[src/rtl/usb_rx_packet_if.sv]
// usb_rx_packet_if
//   Bundles the sampled USB line state and the decoded packet stream of the
//   receive-side packet decoder.
//   master : line proxy / sniffer side (drives line samples, consumes results)
//   slave  : usb_rx_packet decoder
//   Line side   : bit_strobe, line_j, line_se0
//   Byte stream : out_data, out_valid, pid, pid_valid
//   Status      : pkt_done, pkt_ok, err_flags {len,align,crc,stuff,pid},
//                 byte_cnt, busy
interface usb_rx_packet_if;
  logic        bit_strobe;
  logic        line_j;
  logic        line_se0;
  logic [7:0]  out_data;
  logic        out_valid;
  logic [7:0]  pid;
  logic        pid_valid;
  logic        pkt_done;
  logic        pkt_ok;
  logic [4:0]  err_flags;
  logic [10:0] byte_cnt;
  logic        busy;

  modport master (
    output bit_strobe, line_j, line_se0,
    input  out_data, out_valid, pid, pid_valid,
    input  pkt_done, pkt_ok, err_flags, byte_cnt, busy
  );

  modport slave (
    input  bit_strobe, line_j, line_se0,
    output out_data, out_valid, pid, pid_valid,
    output pkt_done, pkt_ok, err_flags, byte_cnt, busy
  );
endinterface

[src/rtl/usb_rx_packet.sv]
// usb_rx_packet
//   Receive-side USB packet decoder. One sampled line state (J/K/SE0) is
//   consumed per bit_strobe; performs SYNC detection, NRZI decode, bit
//   unstuffing, PID check, LSB-first byte assembly and CRC5/CRC16 check.
//   Emits the bytes after the PID plus a per-packet status pulse.
// Ports
//   clk, rst : system clock, synchronous active-high reset
//   bus      : usb_rx_packet_if.slave (line inputs, byte stream, status)
// Build option
//   USB_RX_CRC_EN : when defined, CRC5/CRC16 residual checking drives
//                   err_flags[2]; otherwise that flag is tied low.
module usb_rx_packet #(
  parameter int unsigned MAX_BYTES      = 1027,
  parameter int unsigned MIN_SYNC_ZEROS = 3
) (
  input  logic           clk,
  input  logic           rst,
  usb_rx_packet_if.slave bus
);

  localparam logic [10:0] MAX_CNT   = 11'(MAX_BYTES);
  localparam logic [4:0]  MIN_ZEROS = 5'(MIN_SYNC_ZEROS);

  typedef enum logic [2:0] {
    S_IDLE,
    S_SYNC,
    S_PID,
    S_DATA,
    S_EOP,
    S_ERR
  } state_t;

  state_t      state_q, state_d;
  logic        prev_j_q, prev_j_d;
  logic [4:0]  zeros_q, zeros_d;
  logic [2:0]  ones_q, ones_d;
  logic [2:0]  bit_cnt_q, bit_cnt_d;
  logic [7:0]  shift_q, shift_d;
  logic [10:0] cnt_q, cnt_d;
  logic        e_len_q, e_len_d;
  logic        e_align_q, e_align_d;
  logic        e_stuff_q, e_stuff_d;
  logic        e_pid_q, e_pid_d;

  logic [7:0]  out_data_q, out_data_d;
  logic        out_valid_q, out_valid_d;
  logic [7:0]  pid_q, pid_d;
  logic        pid_valid_q, pid_valid_d;
  logic        pkt_done_q, pkt_done_d;
  logic        pkt_ok_q, pkt_ok_d;
  logic [4:0]  err_flags_q, err_flags_d;
  logic [10:0] byte_cnt_q, byte_cnt_d;
  logic        busy_q, busy_d;

  logic        crc_flag;

`ifdef USB_RX_CRC_EN
  localparam logic [4:0]  CRC5_GOOD  = 5'b01100;
  localparam logic [15:0] CRC16_GOOD = 16'h800D;

  logic        e_crc_q, e_crc_d;
  logic [4:0]  crc5_q, crc5_d;
  logic [15:0] crc16_q, crc16_d;

  // Bits enter in wire order (byte LSB first) into an MSB-first shifter.
  function automatic logic [4:0] crc5_byte(input logic [4:0] c, input logic [7:0] d);
    logic [4:0] r;
    r = c;
    for (int unsigned i = 0; i < 8; i++) begin
      if (d[i] ^ r[4]) r = {r[3:0], 1'b0} ^ 5'h05;
      else             r = {r[3:0], 1'b0};
    end
    return r;
  endfunction

  function automatic logic [15:0] crc16_byte(input logic [15:0] c, input logic [7:0] d);
    logic [15:0] r;
    r = c;
    for (int unsigned i = 0; i < 8; i++) begin
      if (d[i] ^ r[15]) r = {r[14:0], 1'b0} ^ 16'h8005;
      else              r = {r[14:0], 1'b0};
    end
    return r;
  endfunction

  assign crc_flag = e_crc_q;
`else
  assign crc_flag = 1'b0;
`endif

  logic       dec_bit;
  logic [7:0] new_byte;

  assign dec_bit  = (bus.line_j == prev_j_q);
  assign new_byte = {dec_bit, shift_q[7:1]};

  always_comb begin
    state_d     = state_q;
    prev_j_d    = prev_j_q;
    zeros_d     = zeros_q;
    ones_d      = ones_q;
    bit_cnt_d   = bit_cnt_q;
    shift_d     = shift_q;
    cnt_d       = cnt_q;
    e_len_d     = e_len_q;
    e_align_d   = e_align_q;
    e_stuff_d   = e_stuff_q;
    e_pid_d     = e_pid_q;
    out_data_d  = out_data_q;
    out_valid_d = 1'b0;
    pid_d       = pid_q;
    pid_valid_d = 1'b0;
    pkt_done_d  = 1'b0;
    pkt_ok_d    = pkt_ok_q;
    err_flags_d = err_flags_q;
    byte_cnt_d  = byte_cnt_q;
`ifdef USB_RX_CRC_EN
    e_crc_d     = e_crc_q;
    crc5_d      = crc5_q;
    crc16_d     = crc16_q;
`endif

    if (bus.bit_strobe) begin
      if (!bus.line_se0) prev_j_d = bus.line_j;

      case (state_q)
        S_IDLE: begin
          if (!bus.line_se0 && !bus.line_j) begin
            state_d = S_SYNC;
            zeros_d = 5'd1;
          end
        end

        S_SYNC: begin
          if (bus.line_se0) begin
            state_d = S_IDLE;
          end else if (!dec_bit) begin
            if (zeros_q != '1) zeros_d = zeros_q + 5'd1;
          end else if (zeros_q >= MIN_ZEROS) begin
            state_d   = S_PID;
            ones_d    = '0;
            bit_cnt_d = '0;
            cnt_d     = '0;
            e_len_d   = 1'b0;
            e_align_d = 1'b0;
            e_stuff_d = 1'b0;
            e_pid_d   = 1'b0;
`ifdef USB_RX_CRC_EN
            e_crc_d   = 1'b0;
`endif
          end else begin
            state_d = S_IDLE;
          end
        end

        S_PID, S_DATA: begin
          if (bus.line_se0) begin
            state_d = S_EOP;
            // One leftover bit is a tolerated dribble bit.
            if (bit_cnt_q >= 3'd2) e_align_d = 1'b1;
            if (state_q == S_DATA) begin
              if (pid_q[1:0] == 2'b10 && cnt_q != '0) e_len_d = 1'b1;
`ifdef USB_RX_CRC_EN
              if (pid_q[1:0] == 2'b11)      e_crc_d = (crc16_q != CRC16_GOOD);
              else if (pid_q[1:0] != 2'b10) e_crc_d = (crc5_q != CRC5_GOOD);
`endif
            end
          end else if (ones_q == 3'd6) begin
            // Stuff slot: a 0 is dropped, a 1 is a stuffing violation.
            if (dec_bit) begin
              e_stuff_d = 1'b1;
              state_d   = S_ERR;
            end else begin
              ones_d = '0;
            end
          end else begin
            ones_d    = dec_bit ? ones_q + 3'd1 : 3'd0;
            shift_d   = new_byte;
            bit_cnt_d = bit_cnt_q + 3'd1;
            if (bit_cnt_q == 3'd7) begin
              if (state_q == S_PID) begin
                state_d     = S_DATA;
                pid_d       = new_byte;
                pid_valid_d = 1'b1;
                e_pid_d     = (new_byte[3:0] != ~new_byte[7:4]);
                pkt_ok_d    = 1'b0;
                err_flags_d = '0;
                byte_cnt_d  = '0;
`ifdef USB_RX_CRC_EN
                crc5_d      = '1;
                crc16_d     = '1;
`endif
              end else if (cnt_q == MAX_CNT) begin
                e_len_d = 1'b1;
              end else begin
                out_data_d  = new_byte;
                out_valid_d = 1'b1;
                cnt_d       = cnt_q + 11'd1;
`ifdef USB_RX_CRC_EN
                crc5_d      = crc5_byte(crc5_q, new_byte);
                crc16_d     = crc16_byte(crc16_q, new_byte);
`endif
              end
            end
          end
        end

        S_EOP: begin
          if (!bus.line_se0) begin
            state_d     = S_IDLE;
            pkt_done_d  = 1'b1;
            err_flags_d = {e_len_q, e_align_q | ~bus.line_j, crc_flag, e_stuff_q, e_pid_q};
            pkt_ok_d    = ~(e_len_q | e_align_q | ~bus.line_j | crc_flag | e_stuff_q | e_pid_q);
            byte_cnt_d  = cnt_q;
          end
        end

        S_ERR: begin
          if (bus.line_se0) state_d = S_EOP;
        end

        default: state_d = S_IDLE;
      endcase
    end

    busy_d = (state_d != S_IDLE);
  end

  always_ff @(posedge clk) begin
    if (rst) begin
      state_q     <= S_IDLE;
      prev_j_q    <= 1'b1;
      zeros_q     <= '0;
      ones_q      <= '0;
      bit_cnt_q   <= '0;
      shift_q     <= '0;
      cnt_q       <= '0;
      e_len_q     <= 1'b0;
      e_align_q   <= 1'b0;
      e_stuff_q   <= 1'b0;
      e_pid_q     <= 1'b0;
      out_data_q  <= '0;
      out_valid_q <= 1'b0;
      pid_q       <= '0;
      pid_valid_q <= 1'b0;
      pkt_done_q  <= 1'b0;
      pkt_ok_q    <= 1'b0;
      err_flags_q <= '0;
      byte_cnt_q  <= '0;
      busy_q      <= 1'b0;
`ifdef USB_RX_CRC_EN
      e_crc_q     <= 1'b0;
      crc5_q      <= '1;
      crc16_q     <= '1;
`endif
    end else begin
      state_q     <= state_d;
      prev_j_q    <= prev_j_d;
      zeros_q     <= zeros_d;
      ones_q      <= ones_d;
      bit_cnt_q   <= bit_cnt_d;
      shift_q     <= shift_d;
      cnt_q       <= cnt_d;
      e_len_q     <= e_len_d;
      e_align_q   <= e_align_d;
      e_stuff_q   <= e_stuff_d;
      e_pid_q     <= e_pid_d;
      out_data_q  <= out_data_d;
      out_valid_q <= out_valid_d;
      pid_q       <= pid_d;
      pid_valid_q <= pid_valid_d;
      pkt_done_q  <= pkt_done_d;
      pkt_ok_q    <= pkt_ok_d;
      err_flags_q <= err_flags_d;
      byte_cnt_q  <= byte_cnt_d;
      busy_q      <= busy_d;
`ifdef USB_RX_CRC_EN
      e_crc_q     <= e_crc_d;
      crc5_q      <= crc5_d;
      crc16_q     <= crc16_d;
`endif
    end
  end

  assign bus.out_data  = out_data_q;
  assign bus.out_valid = out_valid_q;
  assign bus.pid       = pid_q;
  assign bus.pid_valid = pid_valid_q;
  assign bus.pkt_done  = pkt_done_q;
  assign bus.pkt_ok    = pkt_ok_q;
  assign bus.err_flags = err_flags_q;
  assign bus.byte_cnt  = byte_cnt_q;
  assign bus.busy      = busy_q;

endmodule
[src/flat_wrapper.sv]
// flat-port wrapper written by rule: the top's interface ports become plain ports
module usb_rx_packet_flat 
#(
  parameter int unsigned MAX_BYTES      = 1027,
  parameter int unsigned MIN_SYNC_ZEROS = 3
)
  (clk, rst, bus_bit_strobe, bus_line_j, bus_line_se0, bus_out_data, bus_out_valid, bus_pid, bus_pid_valid, bus_pkt_done, bus_pkt_ok, bus_err_flags, bus_byte_cnt, bus_busy);
  usb_rx_packet_if bus_i ();
  input  logic clk;
  input  logic rst;
  input wire logic [$bits(bus_i.bit_strobe)-1:0] bus_bit_strobe;
  input wire logic [$bits(bus_i.line_j)-1:0] bus_line_j;
  input wire logic [$bits(bus_i.line_se0)-1:0] bus_line_se0;
  output wire logic [$bits(bus_i.out_data)-1:0] bus_out_data;
  output wire logic [$bits(bus_i.out_valid)-1:0] bus_out_valid;
  output wire logic [$bits(bus_i.pid)-1:0] bus_pid;
  output wire logic [$bits(bus_i.pid_valid)-1:0] bus_pid_valid;
  output wire logic [$bits(bus_i.pkt_done)-1:0] bus_pkt_done;
  output wire logic [$bits(bus_i.pkt_ok)-1:0] bus_pkt_ok;
  output wire logic [$bits(bus_i.err_flags)-1:0] bus_err_flags;
  output wire logic [$bits(bus_i.byte_cnt)-1:0] bus_byte_cnt;
  output wire logic [$bits(bus_i.busy)-1:0] bus_busy;
  assign bus_i.bit_strobe = bus_bit_strobe;
  assign bus_i.line_j = bus_line_j;
  assign bus_i.line_se0 = bus_line_se0;
  assign bus_out_data = bus_i.out_data;
  assign bus_out_valid = bus_i.out_valid;
  assign bus_pid = bus_i.pid;
  assign bus_pid_valid = bus_i.pid_valid;
  assign bus_pkt_done = bus_i.pkt_done;
  assign bus_pkt_ok = bus_i.pkt_ok;
  assign bus_err_flags = bus_i.err_flags;
  assign bus_byte_cnt = bus_i.byte_cnt;
  assign bus_busy = bus_i.busy;
  usb_rx_packet #(.MAX_BYTES(MAX_BYTES), .MIN_SYNC_ZEROS(MIN_SYNC_ZEROS)) u_core (.clk(clk), .rst(rst), .bus(bus_i));
endmodule
[config.mk]
export PLATFORM = sky130hd
export DESIGN_NAME = usb_rx_packet_flat
export DESIGN_NICKNAME = d
export VERILOG_FILES = /design/src/rtl/usb_rx_packet_if.sv /design/src/rtl/usb_rx_packet.sv /design/src/flat_wrapper.sv
export SDC_FILE = /design/constraint.sdc
export NUM_CORES = 1
export LEC_CHECK = 0
export ABC_AREA = 1
export BUFFER_PORTS_ARGS = -buffer_cell sky130_fd_sc_hd__buf_2
export CAP_MARGIN = 10
export CORE_MARGIN = 3
export CORE_UTILIZATION = 50
export DETAILED_ROUTE_END_ITERATION = 7
export HOLD_SLACK_MARGIN = 0.15
export PLACE_DENSITY = 0.75
export SLEW_MARGIN = 20
export SYNTH_ARGS = -nofsm -noshare
export SYNTH_HDL_FRONTEND = slang
export SYNTH_SLANG_ARGS = --single-unit
[constraint.sdc]
create_clock -name clk -period 1.88 [get_ports clk]
set_input_delay 0.094 -clock clk [delete_from_list [all_inputs] [get_ports clk]]
set_output_delay 0.094 -clock clk [all_outputs]
set_load 0.01 [all_outputs]
## Yosys cells after proc, flatten, opt, wreduce, memory -nomap -nowiden

Index checks and enable logic that the tools add are counted.

| operators by class | value |
|---|---|
| bitwise gates (word level) | 16 |
| order comparisons | 2 |
| reduce and logical (&&, ||, !) cells | 27 |
| add/sub/neg operators | 4 |
| eq/ne operators | 36 |
| multiplexer cells | 82 |

Operators with widths:

| operator | count |
|---|---|
| 11-bit two-way mux | 13 |
| 3-bit two-way mux | 20 |
| 5-bit two-way mux | 9 |
| 11-bit case mux with 2 select lines | 2 |
| 7-bit AND reduction | 5 |
| 1-bit two-way mux | 27 |
| 5-bit case mux with 2 select lines | 2 |
| 2-bit by 1-bit inequality test with 1-bit output, second input constant | 9 |
| 2-bit inequality test, second input constant | 8 |
| 3-bit case mux with 5 select lines | 1 |
| 3-bit == test, second input constant | 4 |
| 3-bit by 2-bit inequality test with 1-bit output, second input constant | 4 |
| 3-bit case mux with 2 select lines | 2 |
| 6-bit AND reduction | 2 |
| 11-bit by 1-bit adder with 11-bit output, second input constant | 1 |
| 11-bit == test, second input constant | 1 |
| 11-bit AND reduction | 1 |
| 11-bit nonzero test | 1 |
| 1-bit NOT | 10 |
| 1-bit case mux with 2 select lines | 5 |
| 10-bit AND reduction | 1 |
| 3-bit inequality test, second input constant | 3 |
| 9-bit AND reduction | 1 |
| 8-bit AND reduction | 1 |
| other kinds (24) | 34 |

| word-level totals | value |
|---|---|
| bits in registers | 75 |
| output and inout bits | 37 |

## Depth between registers and ports, before layout

Gate-level depths: netlist of run 1.

| depth | value |
|---|---|
| depth in word-level cells | 8 |
| mapped depth | 12 |
| gate-level depth less buffers | 12 |

## Worst setup path before layout of run 1

OpenSTA, ideal clock, no wires.

| timing | value |
|---|---|
| kind | register to register |
| start point | register u_core.ones_q[0] |
| end point | register u_core.out_data_q[3], in the netlist u_core.bus.out_data[3] |
| setup slack | 250 ps |
| stages on the path, launching flop included | 12 |
| path buffers | 1 |
| setup time | 119 ps |
| required time | 1761 ps |
| data arrival time | 1510 ps |
| cell sequence | dfxtp_1 > inv_1 > ha_1 > nand2_1 > inv_1 > nor2_2 > nand2_2 > nor2_4 > nand3_2 > buf_2 > o21ai_1 > a21oi_1 |

| on the way | value |
|---|---|
| cells in the longest elaborated chain, start to end | 3 |

Ends and longest elaborated chain:

| element | line | RTL |
|---|---|---|
| from (decl) | usb_rx_packet.sv:36 | `logic [2:0] ones_q, ones_d;` |
| from (signal assigned) | usb_rx_packet.sv:260 | `ones_q <= ones_d;` |
| 3-bit == test | usb_rx_packet.sv:168 | `end else if (ones_q == 3'd6) begin` |
| 1-bit NOT (no line) | - |  |
| 7-bit AND reduction (no line) | - |  |
| to (signal assigned) | usb_rx_packet.sv:268 | `out_data_q <= out_data_d;` |
| to (decl) | usb_rx_packet.sv:45 | `logic [7:0] out_data_q, out_data_d;` |

Every way passes these cells.
A chain may end at the register's enable or synchronous reset.

## Worst setup path after layout of run 1

| timing | value |
|---|---|
| start point | register u_core.ones_q[0] |
| end point | register u_core.pid_q[7], in the netlist u_core.bus.pid[7] |

| on the way | value |
|---|---|
| cells in the longest elaborated chain, start to end | 3 |

Ends and longest elaborated chain:

| element | line | RTL |
|---|---|---|
| 3-bit == test | usb_rx_packet.sv:168 |  |
| 1-bit NOT (no line) | - |  |
| 6-bit AND reduction (no line) | - |  |
| to (signal assigned) | usb_rx_packet.sv:270 | `pid_q <= pid_d;` |
| to (decl) | usb_rx_packet.sv:47 | `logic [7:0] pid_q, pid_d;` |

Every way passes these cells.

==> impl_metrics.yaml, run 1 <==
outcome:
  status: "complete, no violations"
synthesis:
  async_reset_ff_share_pct: 0
  yosysMostFrequentCell: "nand2_1"
  synth_edf_count: 0
  ys_seq_elements: 73
  yosysUniqueCellTypes: 32
  syn_area_sq_mm: 0.00345
  yosys.area.top_type_share_pct: 42.3
  syn_inst: 501
  synth-seq-area-share_pct: 42.3
  yosys.area.top_type: "dfxtp_1"
  synth_common_cells: "nand2_1, nor2_1, dfxtp_1, a21oi_1, inv_1"
  synth.avg_cell_area_sq_um: 6.90
  yosysWarnings: 0
  synthFlopType: "dfxtp_1"
  synth_area_leaders: "dfxtp_1, nand2_1, nor2_1"
  synth_nets: 514
worst_setup_path:
  critPathCaptureType: "register"
  crit_chain: "inv_1 -> ha_1 -> nand2_1 -> inv_2 -> nor2_4 -> nand2_4 -> nor2_4 -> nand2_4 -> inv_4 -> o21ai_0 -> a21oi_1"
  r2r_slack_ns: 0.17
  arrival_ns: 2.00
  reg2regPathDepth: 11
  path_class: "register to register"
  path_max_fanout: 9
  r2r_start: "u_core.ones_q[0]"
  worstSetupStartpointType: "register"
  slowest_stage: "dfxtp_2"
  r2r_end: "u_core.bus.pid[7]"
  critical_path.max_stage_delay_ns: 0.36
  cp_data_required_time_ns: 2.17
detailed_routing:
  vias_per_cell: 5.27
  drt-total-wl_microns: 8440
  wl_per_cell_microns: 13.3
  num_vias: 3349
  drt_iter0_drc: 165
  dr.pass1.iters: 4
  drc: 0
  postRouteAntennaNets: 0
placed_design:
  dpl_cell_area_sq_mm: 0.00379
  gp_congestion: 0.906
  pre_cts_ws_ns: 0.0512
  io_buffers: 40
  dp_hpwl_microns: 5940
worst_hold_path:
  hold_depth: 3
  worstHoldPathType: "input pin to register"
  hold_end: "u_core.bus.pkt_done"
  hp-start: "bus_bit_strobe"
power:
  p_leak_nw: 1.79
  peakVddDrop_mv: 0.691
  power_density_mw_per_mm2: 777
final_layout:
  antenna_cells: 0
  fin_area_sq_mm: 0.00407
  multiInputGateArea_sq_mm: 0.00176
  area_delta_synth_final_pct: 17.9
  fill_cells: 618
  final_nets: 566
  layout-drive-gt1-share_pct: 18.1
  layout.area.seq_sq_mm: 0.00146
global_routing:
  grt_pass1_vias: 2957
  overflow: 0
  grtUsageTotal_pct: 22.2
  grt_max_degree: 32
  grt_pass1_wl_microns: 13700
  antenna_found_initial: 0
cts:
  clock-root-buffer: "clkbuf_8"
  numCtsBuffers: 9
  cts_tree: "built"
  cts_max_path_buffers: 2
  clk_latency_ns: 0.36
  cts_setup_buffers: 0
  clock_sinks: 73
  ctsHtreeMaxLevel: 3
  clkSlewWorstSetupHoldPaths_ns: 0.08
floorplan:
  core_area_sq_mm: 0.00653
  ioPinCount: 42
  start_util_pct: 52.9
  die_area_sq_mm: 0.00794
  rows: 29
  die_h_microns: 89.1
  chipWidth_microns: 89.1
sta:
  setup_viol: 0
  fin_crit_sh_pct: 91.0
  drv_slew: 0
  fin_ws_ns: 0.170
  hold_violations: 0
  skew_ns: 0.00714
  fmax_mhz: 585
  rsz0062_at_grt: "no"
  tns_ns: 0
  post-route-min-period_ns: 1.71
run:
  cap_violations: 0
[kinds of logic after synthesis]
family | after synthesis | synth area share (%)
fa+ha+maj | 8 | 2.90
buf+inv | 69 | 7.90
xor+xnor | 8 | 2.03
other cells | 1 | 0.109
flops | 73 | 42.3
compound gates | 101 | 14.8
simple gates | 241 | 29.9
[state kept, by name, indices dropped and copies added (netlist names), 3 cells and up]
| name | cells |
|---|---|
| u_core.bus.byte_cnt | 11 |
| u_core.shift_q | 7 |
| u_core.ones_q | 3 |
| u_core.cnt_q | 11 |
| u_core.state_q | 3 |
| u_core.bus.err_flags | 4 |
| u_core.bus.out_data | 8 |
| u_core.zeros_q | 5 |
| u_core.bit_cnt_q | 3 |
| u_core.bus.pid | 8 |
[metal layers]
metal | part of all wire, % | vias up | track usage, %
li1 | - | 1724 | -
met1 | 46 | 1517 | 28.8
met2 | 46 | 92 | 33.7
met3 | 5.7 | 16 | 7.83
met4 | 2.0 | 0 | 8.80
met5 | 0 | - | 0
[worst max-delay path by stage]
stage | start | to | slack, ns | cells past startpoint
finish | u_core.ones_q[0] | u_core.bus.pid[7] | 0.17 | 11
CTS | u_core.ones_q[0] | u_core.bus.out_data[0] | 0.03 | 10
global route | u_core.bit_cnt_q[0] | u_core.cnt_q[2] | 0.006 | 11
floorplan | u_core.ones_q[0] | u_core.bus.out_data[3] | 0.25 | 11
global placement | u_core.ones_q[0] | u_core.bus.out_data[1] | 0.14 | 10
detailed placement | u_core.ones_q[0] | u_core.bus.out_data[4] | 0.05 | 10
[worst max-delay path: cells and delay by family, from the launching register on]
| family | cells | cell delay [ns] |
|---|---|---|
| and+or+nand+nor | 5 | 0.65 |
| DFF | 1 | 0.36 |
| buffers and inverters | 3 | 0.24 |
| AOI/OAI and AO/OA | 2 | 0.22 |
| adders and majority gates | 1 | 0.18 |
[power breakdown]
group | switching [W] | internal (W)
combinational | 0.000165 | 0.0000862
sequential | 0.0000218 | 0.00158
clock | 0.000649 | 0.000665
total | 0.000836 | 0.00233
[cell usage in the layout, fill, tap and decap left out, types with 3 or more instances in the layout]
cell             n
nand2_2          5
dlygate4sd3_1    3
nor3_1           7
nor2_2           5
inv_6            3
clkbuf_8        10
dfxtp_1         71
ha_1             8
nand2_1        105
buf_4           16
nand3_1         16
nor2_1          80
buf_2           40
nand4_1          9
nand2_4          3
o21ai_0         40
o21ai_1          3
nor2_4           3
xor2_1           7
a21oi_1         55
inv_1           43
inv_2            4
[metrics by stage]
stage	hold slack, ns	power, W	cells	util, %
3_5_place_dp	0.413	0.00188	615	58.0
6_report	0.183	0.00317	635	62.4
2_1_floorplan	0.224	0.00179	501	-
4_1_cts	0.158	0.00319	634	61.6
5_1_grt	0.188	0.00329	635	62.4
3_3_place_gp	0.405	0.00187	615	58.0
[cell type report]
type,count,area share [%]
Sequential cell,73,35.9
Multi-Input combinational cell,360,43.2
Inverter,50,4.73
Tap cell,77,2.36
Clock buffer,10,3.38
Clock inverter,6,1.78
Timing Repair Buffer,59,8.60
[timing repair]
item | in CTS | in global routing
hold buffers | 3 | 0
setup endpoints to repair | 0 | 46
resized for setup | 0 | 14
endpoints found under the hold margin | 12 | 0
(Power assumes the default switching activity.)
==> run 2, diff against run 1 <==
- ABC_AREA: 1 -> default
- CORE_MARGIN: 3 -> 1
==> run 2 against run 1 <==
Sequential share of layout area decreased by 4.0 points. Fmax decreased by 14%. Non-clock buffer count increased by 46. Largest power group unchanged. Total power decreased by 6.4%. Core utilization increased by 8.3 points. The flow now finishes with violations (negative setup slack). Die area decreased by 8.8%.
==> impl_metrics.yaml, run 2 <==
synthesis:
  synth-seq-area-share_pct: 42.3
  synth.avg_cell_area_sq_um: 8.67
  synth_area_leaders: "dfxtp_1, a21oi_1, nor2_1"
  synth_edf_count: 0
  syn_area_sq_mm: 0.00345
  async_reset_ff_share_pct: 0
  ys_seq_elements: 73
  syn_inst: 398
  yosys.area.top_type_share_pct: 42.3
  synthFlopType: "dfxtp_1"
  yosysMostFrequentCell: "dfxtp_1"
  synth_nets: 411
  yosysWarnings: 0
  yosysUniqueCellTypes: 59
  synth_common_cells: "dfxtp_1, a21oi_1, nor2_1, nand2_1, mux2i_1"
  yosys.area.top_type: "dfxtp_1"
sta:
  slew_headroom_pct: 58.7
  tightest_slew_ns: 0.617
  drv_slew: 0
  skew_ns: 0.0194
  setup_viol: 5
  post-route-min-period_ns: 1.98
  fin_ws_ns: -0.0994
  fin_crit_sh_pct: 105
  rsz0062_at_grt: "yes"
  hold_violations: 0
  fmax_mhz: 505
detailed_routing:
  drc: 0
  vias_per_cell: 5.79
  drt_iter0_drc: 291
  dr.pass1.iters: 4
  drt-total-wl_microns: 9090
  num_vias: 3299
  wl_per_cell_microns: 15.9
  postRouteAntennaNets: 0
final_layout:
  layout_commonest_cell: "dfxtp_1"
  final_nets: 501
  fin_area_sq_mm: 0.00459
  mostFrequentLayoutCells: "dfxtp_1, buf_4, a21oi_1"
  layout-drive-gt1-share_pct: 33.7
  fill_cells: 470
  antenna_cells: 0
  area_delta_synth_final_pct: 33.1
  final_cells: 570
worst_setup_path:
  slowest_stage: "or4_1"
  arrival_ns: 2.26
  path_max_fanout: 5
  critPathCaptureType: "register"
  crit_chain: "ha_4 -> and3_4 -> ha_4 -> or2b_1 -> a21oi_2 -> o21ai_4 -> or4_1 -> a21oi_1"
  worstSetupStartpointType: "register"
  cp_data_required_time_ns: 2.16
  critical_path.max_stage_delay_ns: 0.43
  path_class: "register to register"
  path_delay_family: "simple AND/OR/NAND/NOR gates"
  critPathMostFrequentCell: "ha_4"
  worst-path-buf-inv: 0
  r2r_slack_ns: -0.1
floorplan:
  ioPinCount: 42
  rows: 29
  die_h_microns: 85.1
  chipWidth_microns: 85.1
  start_util_pct: 53.1
  core_area_sq_mm: 0.00649
  die_area_sq_mm: 0.00724
global_routing:
  grtUsageTotal_pct: 25.0
  grt_pass1_wl_microns: 14400
  grt_max_degree: 25
  grt_pass1_vias: 3090
  antenna_found_initial: 0
  overflow: 0
cts:
  numCtsBuffers: 9
  clk_latency_ns: 0.35
  clock-root-buffer: "clkbuf_8"
  clkSlewWorstSetupHoldPaths_ns: 0.07
  clock_sinks: 73
  ctsHtreeMaxLevel: 3
  cts_tree: "built"
  cts_max_path_buffers: 2
run:
  cap_violations: 0
outcome:
  violations: "negative setup slack"
  status: "finished with violations"
power:
  power_density_mw_per_mm2: 645
  p_leak_nw: 1.90
  peakVddDrop_mv: 0.643
placed_design:
  gp_congestion: 0.846
  dp.cells: 543
  dp_hpwl_microns: 5950
  io_buffers: 40
  dpl_cell_area_sq_mm: 0.00408
worst_hold_path:
  worstHoldPathType: "input pin to register"
## run 2: worst reg2reg max path, delay by kind of cell (launching register included)
| family | cells | cell delay (ns) |
|---|---|---|
| fa+ha+maj | 2 | 0.31 |
| flops | 1 | 0.34 |
| simple gates | 3 | 0.84 |
| compound gates | 3 | 0.44 |
## run 2: cells by family after synthesis
| group | after synthesis | synth area share (%) |
|---|---|---|
| adder cells (fa/ha/maj) | 8 | 2.90 |
| flip-flops | 73 | 42.3 |
| other | 1 | 0.109 |
| AO/OA/AOI/OAI | 92 | 16.4 |
| buffers and inverters | 38 | 5.11 |
| XOR/XNOR | 6 | 1.96 |
| multiplexers | 16 | 4.64 |
| AND/OR/NAND/NOR | 164 | 26.5 |
## run 2: area by class of cell
type / instances / area (sq um) / area share (%)
Clock inverter: 6 / 66.3 / 1.44
Multi-Input combinational cell: 289 / 2080 / 45.3
Tap cell: 77 / 96.3 / 2.10
Clock buffer: 10 / 128 / 2.78
Timing Repair Buffer: 105 / 716 / 15.6
Sequential cell: 73 / 1470 / 32.0
Inverter: 10 / 37.5 / 0.817
## run 2: timing repair
action / in CTS / in global routing
setup buffers: 3 / 5
endpoints found under the setup margin: 24 / 36
pin swaps: 5 / 13
gates resized for setup: 17 / 32
gates cloned: 1 / 1
hold buffers: 2 / 0
endpoints found under the hold margin: 9 / 0
## run 2: where the power goes
part,switching (W),total [W],internal [W],leakage (nW)
combinational,0.000114,0.000189,0.0000754,1.22
sequential,0.00000670,0.00156,0.00155,0.591
clock,0.000601,0.00122,0.000615,0.0889
total,0.000722,0.00296,0.00224,1.90
## run 2: per-stage QoR
step / setup slack (ns) / TNS (ns) / util, % / hold WS (ns) / power, W
floorplan: -0.0117 / -0.0232 / - / 0.294 / 0.00170
global placement: -0.107 / -1.35 / 62.8 / 0.454 / 0.00175
detailed placement: -0.180 / -2.33 / 62.8 / 0.463 / 0.00176
CTS: -0.110 / -0.260 / 67.7 / 0.187 / 0.00296
global route: -0.196 / -1.33 / 70.7 / 0.260 / 0.00307
finish: -0.0994 / -0.392 / 70.7 / 0.230 / 0.00296
## run 2: metal layers
metal	vias to the layer above	track usage, %	share of wire, %
li1	1621	-	-
met1	1582	32.6	43
met2	77	41.7	49
met3	19	4.96	4.8
met4	0	8.32	2.4
met5	-	0	0
## run 2: final timing paths
check	endpoint	depth (start not counted)	start
worst min-delay path	u_core.prev_j_q	4	bus_line_j
worst max register to register	u_core.zeros_q[2]	8	u_core.zeros_q[1]
worst min register to register	u_core.e_len_q	2	u_core.e_len_q
worst max-delay path	u_core.zeros_q[2]	8	u_core.zeros_q[1]
